**src/rtl/vend_arbiter.sv**
```systemverilog
// vend_arbiter: shares one vending datapath between two customer panels.
// Grants the machine to one panel at a time, accumulates that panel's coins,
// sequences the dispense handshake and nickel-by-nickel change/refund, then
// releases the machine round-robin.
//
// Ports:
//   clk, rst          - clock (rising edge) and synchronous active-high reset
//   coin_q/d/n [1:0]  - quarter/dime/nickel pulses, bit p = panel p
//   sel_soda/diet[1:0]- product selections per panel
//   disp_busy         - dispenser busy while a product drops
//   chg_busy          - ejector busy while a nickel is ejected
//   grant [1:0]       - one-hot owning panel, 0 when idle
//   reject [1:0]      - one-cycle coin-return pulse per panel
//   credit [6:0]      - current owner credit in cents
//   vend_soda/diet    - one-cycle dispense commands
//   change_nickel     - one-cycle eject-one-nickel command
module vend_arbiter #(
  parameter int unsigned PRICE      = 45,
  parameter int unsigned MAX_CREDIT = 65,
  parameter int unsigned TIMEOUT    = 1000
) (
  input  logic       clk,
  input  logic       rst,
  input  logic [1:0] coin_q,
  input  logic [1:0] coin_d,
  input  logic [1:0] coin_n,
  input  logic [1:0] sel_soda,
  input  logic [1:0] sel_diet,
  input  logic       disp_busy,
  input  logic       chg_busy,
  output logic [1:0] grant,
  output logic [1:0] reject,
  output logic [6:0] credit,
  output logic       vend_soda,
  output logic       vend_diet,
  output logic       change_nickel
);

  localparam int unsigned TW = $clog2(TIMEOUT + 1);
  localparam logic [7:0]    MAX_C   = 8'(MAX_CREDIT);
  localparam logic [6:0]    PRICE_C = 7'(PRICE);
  localparam logic [TW-1:0] TIME_C  = TW'(TIMEOUT);

  typedef enum logic [1:0] {IDLE, COLLECT, VEND, CHANGE} state_t;

  state_t        state_q, state_d;
  logic          owner_q, owner_d;
  logic          rr_q, rr_d;
  logic [6:0]    credit_q, credit_d;
  logic [TW-1:0] timer_q, timer_d;
  logic          diet_q, diet_d;
  logic          pulsed_q, pulsed_d;
  logic [1:0]    grant_q, grant_d;
  logic [1:0]    reject_q, reject_d;
  logic          vend_soda_q, vend_soda_d;
  logic          vend_diet_q, vend_diet_d;
  logic          change_nickel_q, change_nickel_d;

  function automatic logic [4:0] coin_value(input logic q, input logic d, input logic n);
    if (q)      return 5'd25;
    else if (d) return 5'd10;
    else if (n) return 5'd5;
    else        return 5'd0;
  endfunction

  logic [4:0]    val0, val1, own_val, win_val;
  logic [1:0]    coin_any, coin_multi;
  logic          own_any, oth_any, own_multi, own_soda, own_diet;
  logic          win, accepted, rej_own, rej_oth, release_now;
  logic [7:0]    sum;
  logic [TW-1:0] timer_inc;

  always_comb begin
    val0          = coin_value(coin_q[0], coin_d[0], coin_n[0]);
    val1          = coin_value(coin_q[1], coin_d[1], coin_n[1]);
    coin_any      = coin_q | coin_d | coin_n;
    coin_multi    = (coin_q & coin_d) | (coin_q & coin_n) | (coin_d & coin_n);
    own_any       = owner_q ? coin_any[1]   : coin_any[0];
    oth_any       = owner_q ? coin_any[0]   : coin_any[1];
    own_val       = owner_q ? val1          : val0;
    own_multi     = owner_q ? coin_multi[1] : coin_multi[0];
    own_soda      = owner_q ? sel_soda[1]   : sel_soda[0];
    own_diet      = owner_q ? sel_diet[1]   : sel_diet[0];
    sum           = {1'b0, credit_q} + {3'b000, own_val};
    timer_inc     = timer_q + 1'b1;
    // Simultaneous coins go to the favoured panel; a lone coin owns outright.
    win           = (&coin_any) ? rr_q : coin_any[1];
    win_val       = win ? val1 : val0;
  end

  always_comb begin
    state_d         = state_q;
    owner_d         = owner_q;
    rr_d            = rr_q;
    credit_d        = credit_q;
    timer_d         = timer_q;
    diet_d          = diet_q;
    pulsed_d        = pulsed_q;
    grant_d         = grant_q;
    reject_d        = '0;
    vend_soda_d     = 1'b0;
    vend_diet_d     = 1'b0;
    change_nickel_d = 1'b0;
    accepted        = 1'b0;
    rej_own         = 1'b0;
    rej_oth         = 1'b0;
    release_now     = 1'b0;

    case (state_q)
      IDLE: begin
        if (|coin_any) begin
          owner_d  = win;
          grant_d  = win ? 2'b10 : 2'b01;
          credit_d = {2'b00, win_val};
          timer_d  = '0;
          state_d  = COLLECT;
          if (win) reject_d = {coin_multi[1], coin_any[0]};
          else     reject_d = {coin_any[1], coin_multi[0]};
        end
      end

      COLLECT: begin
        rej_oth = oth_any;
        if (own_any) begin
          if (sum <= MAX_C) begin
            credit_d = sum[6:0];
            accepted = 1'b1;
            rej_own  = own_multi;
          end else begin
            rej_own  = 1'b1;
          end
        end
        timer_d = accepted ? '0 : timer_inc;
        // Any owner coin this cycle, even a rejected one, masks the selection.
        if (!own_any && (own_soda || own_diet) && credit_q >= PRICE_C) begin
          state_d  = VEND;
          diet_d   = !own_soda;
          pulsed_d = 1'b0;
        end else if (!accepted && timer_inc == TIME_C) begin
          state_d  = CHANGE;
        end
        reject_d = owner_q ? {rej_own, rej_oth} : {rej_oth, rej_own};
      end

      VEND: begin
        reject_d = coin_any;
        if (!pulsed_q) begin
          if (!disp_busy) begin
            vend_soda_d = !diet_q;
            vend_diet_d = diet_q;
            credit_d    = credit_q - PRICE_C;
            pulsed_d    = 1'b1;
          end
        end else if (vend_soda_q || vend_diet_q) begin
          // Dispenser may not have raised busy yet; skip one cycle.
        end else if (!disp_busy) begin
          if (credit_q != '0) state_d = CHANGE;
          else                release_now = 1'b1;
        end
      end

      CHANGE: begin
        reject_d = coin_any;
        if (credit_q == '0) begin
          release_now = 1'b1;
        end else if (!chg_busy && !change_nickel_q) begin
          change_nickel_d = 1'b1;
          credit_d        = credit_q - 7'd5;
          if (credit_q == 7'd5) release_now = 1'b1;
        end
      end

      default: state_d = IDLE;
    endcase

    if (release_now) begin
      state_d = IDLE;
      grant_d = '0;
      rr_d    = !owner_q;
    end
  end

  always_ff @(posedge clk) begin
    if (rst) begin
      state_q         <= IDLE;
      owner_q         <= 1'b0;
      rr_q            <= 1'b0;
      credit_q        <= '0;
      timer_q         <= '0;
      diet_q          <= 1'b0;
      pulsed_q        <= 1'b0;
      grant_q         <= '0;
      reject_q        <= '0;
      vend_soda_q     <= 1'b0;
      vend_diet_q     <= 1'b0;
      change_nickel_q <= 1'b0;
    end else begin
      state_q         <= state_d;
      owner_q         <= owner_d;
      rr_q            <= rr_d;
      credit_q        <= credit_d;
      timer_q         <= timer_d;
      diet_q          <= diet_d;
      pulsed_q        <= pulsed_d;
      grant_q         <= grant_d;
      reject_q        <= reject_d;
      vend_soda_q     <= vend_soda_d;
      vend_diet_q     <= vend_diet_d;
      change_nickel_q <= change_nickel_d;
    end
  end

  assign grant         = grant_q;
  assign reject        = reject_q;
  assign credit        = credit_q;
  assign vend_soda     = vend_soda_q;
  assign vend_diet     = vend_diet_q;
  assign change_nickel = change_nickel_q;

endmodule

```
**config.mk**
```make
export PLATFORM = sky130hd
export DESIGN_NAME = vend_arbiter
export DESIGN_NICKNAME = d
export VERILOG_FILES = /design/src/rtl/vend_arbiter.sv
export SDC_FILE = /design/constraint.sdc
export NUM_CORES = 1
export LEC_CHECK = 0
export CAP_MARGIN = 20
export CORE_ASPECT_RATIO = 0.6
export CORE_UTILIZATION = 60
export DETAILED_ROUTE_END_ITERATION = 7
export HOLD_SLACK_MARGIN = 0.03
export PLACE_DENSITY_LB_ADDON = 0.3
export SYNTH_ARGS = -nofsm -noshare
export SYNTH_HDL_FRONTEND = slang
export SYNTH_SLANG_ARGS = --single-unit
```
**constraint.sdc**
```tcl
create_clock -name clk -period 6.7 [get_ports clk]
set_clock_uncertainty 0.1 [all_clocks]
set_input_delay 1.675 -clock clk [delete_from_list [all_inputs] [get_ports clk]]
set_output_delay 1.675 -clock clk [all_outputs]
set_load 0.05 [all_outputs]
```
==> impl_metrics.json <==
{
  "rows": 18,
  "cp_num_buf_inv": 3,
  "slew_viol_final": 0,
  "ctsLongestPathBuffers": 2,
  "core_area_um2": 4120,
  "cp.arrival_ns": 5.46,
  "die_x_um": 86.9,
  "finalCritPeriodShare_pct": 80.2,
  "startpoint_type": "input port",
  "cts_buffers": 5,
  "worst-setup-path-type": "in -> reg",
  "synth_cell_types": 67,
  "crit_top_cell": "inv_1",
  "viasPerCell": 6.67,
  "fmax_ghz": 0.186,
  "syn_area_per_cell_um2": 7.28,
  "cap_violations": 0,
  "synth_top_area_share_pct": 23.1,
  "drc": 0,
  "drive_above_1_share_pct": 5.52,
  "crit_path_end_kind": "flop",
  "critical-path-max-stage-delay_ns": 0.65,
  "critical-path-top-delay-family": "compound AO/OA/AOI/OAI gates",
  "final_antenna_net_count": 0,
  "cts.sink_count": 30,
  "synth_nets": 386,
  "power.leakage_uw": 0.00106,
  "nNetsFinal": 391,
  "dp_hpwl_mm": 5.24,
  "vdd_drop_max_uv": 223,
  "postSynthCellCount": 357,
  "multi_input_area_um2": 1810,
  "overflow": 0,
  "place_congestion": 0.893,
  "num_antenna_cells": 0,
  "wl_per_cell_um": 17.1,
  "final_cell_mix": "nand2_1, dfxtp_1, a21oi_1, clkdlybuf4s50_1, nor2_1",
  "grt_max_degree": 29,
  "final_common_cell": "nand2_1",
  "path_cells": "clkdlybuf4s50_1, inv_1, nor2_1, nand2_1, o21ai_0, inv_1, fa_1, nor2b_1, o2111ai_1, a21boi_1, nor4_2, o31a_1, or4_1, a21oi_1",
  "routed_wl_mm": 7.24,
  "floorplan.initialDensity_pct": 63.0,
  "total_power_uw": 1010,
  "area.growth.synth_to_final_pct": 13.0,
  "tritoncts": "done",
  "hold_violations": 0,
  "clockRootBuffer": "clkbuf_8",
  "worst_slew_pin_slew_ns": 1.05,
  "worstPathRequired_ns": 6.79,
  "cts_resized": 0,
  "ys.flop_type": "dfxtp_1",
  "grt_antenna_before_repair": 0,
  "slew_headroom_pct": 30.0,
  "yosys-top-cells-area": "dfxtp_1, ha_1, a21oi_1, nand2_1, o21ai_0",
  "grt_pass1_wl_mm": 11.7,
  "fill_cells": 349,
  "critPathSlowestCell": "clkdlybuf4s50_1",
  "ys_seq_area_share_pct": 23.1,
  "min_path_type": "reg -> reg",
  "post_cts_buffers": 0,
  "register_area_um2": 601,
  "die_area_um2": 4600,
  "cp_max_fo": 19,
  "grt_usage_pct": 33.5,
  "drt_pre_antenna_iters": 5,
  "power.density_nw_per_um2": 344,
  "setup_slack_ns": 1.33,
  "drt_iter0_markers": 421,
  "synth-edff-count": 0,
  "synth_area_um2": 2600,
  "fin_setup_tns_ns": 0,
  "place_ws_ns": 1.14,
  "synth-async-reset-ratio_pct": 0,
  "finalSetupViolCount": 0,
  "yosys_warnings": 0,
  "ys_seq_elements": 30,
  "place.port_buffers": 27,
  "rsz0062_at_grt": "false",
  "fp.dieH_um": 53.0,
  "num_vias": 2815,
  "cts_hold_buf": 0,
  "yosysTopAreaCell": "dfxtp_1",
  "pin_count": 28,
  "status": "complete, no violations",
  "clkSlewWorstSetupHoldPaths_ns": 0.07,
  "post-route-min-period_ns": 5.37,
  "htree_levels": 2,
  "grt_pass1_vias": 2352,
  "clk_latency_ns": 0.28
}
==> path summary, 6_finish.rpt <==
check / start / end / slack (ns) / cells after the start
worst max-delay path: coin_d[1] / credit[5]$_SDFFE_PP0P_ / 1.33 / 14
worst min-delay path: diet_q$_SDFFE_PP0P_ / vend_soda$_SDFF_PP0_ / 0.35 / 1
worst max register to register: owner_q$_SDFFE_PP0P_ / credit[5]$_SDFFE_PP0P_ / 2.71 / 12
worst min register to register: diet_q$_SDFFE_PP0P_ / vend_soda$_SDFF_PP0_ / 0.35 / 1
==> cell usage after synthesis, drive strengths merged, types with 4 or more instances <==
| cell type | instances |
|---|---|
| clkbuf | 22 |
| nand2 | 36 |
| nor2 | 26 |
| a211oi | 5 |
| inv | 16 |
| o21ai | 25 |
| nand3 | 15 |
| a21oi | 30 |
| ha | 14 |
| a32oi | 4 |
| nor3 | 14 |
| o22ai | 5 |
| o2111ai | 6 |
| a22oi | 5 |
| nand4 | 6 |
| nor2b | 7 |
| buf | 8 |
| a31oi | 6 |
| dfxtp | 30 |
==> stage by stage <==
stage                     utilization [%]  area [µm²]  hold WS, ns  std cells
final                                71.2        2930        0.346        422
after CTS                            71.2        2930        0.351        422
after detailed placement             68.5        2820        0.342        415
after global placement               68.5        2820        0.340        415
after floorplan                         -        2600        0.315        357
after global routing                 71.2        2930        0.370        422
==> layer usage <==
metal	track usage (%)	routed length, µm	vias up
li1	-	-	1332
met1	49.1	3360	1282
met2	48.8	2980	180
met3	8.58	759	21
met4	6.67	135	0
met5	0	0	-
==> registers in the layout, indices dropped and copies added, names as in the netlist <==
name / cells
vend_diet: 1
grant: 2
credit: 7
diet_q: 1
owner_q: 1
change_nickel: 1
timer_q: 10
rr_q: 1
vend_soda: 1
state_q: 2
pulsed_q: 1
reject: 2
==> cell families (layout without fill, tap and decap cells) <==
kind of cell / Yosys count / count (layout) / share of synthesized area [%]
buf+inv: 46 / 51 / 7.27
xor+xnor: 6 / 6 / 2.02
simple gates: 138 / 138 / 27.6
compound gates: 114 / 114 / 29.3
mux: 5 / 5 / 2.02
flops: 30 / 30 / 23.1
fa+ha+maj: 18 / 18 / 8.67
==> area by class of cell <==
| type | count | area share (%) |
|---|---|---|
| repair buffers | 28 | 9.47 |
| clock buffers | 6 | 2.81 |
| flip-flops and latches | 30 | 20.5 |
| well taps | 60 | 2.56 |
| clock inverters | 1 | 1.02 |
| multi-input cells | 281 | 61.6 |
| inverters | 16 | 2.05 |
==> power breakdown <==
group          leakage (µW)  internal (µW)  switching [µW]
Clock             0.0000573            119            68.7
Combinational      0.000761            206             356
Sequential         0.000244            208            50.5
(Power assumes the default switching activity.)
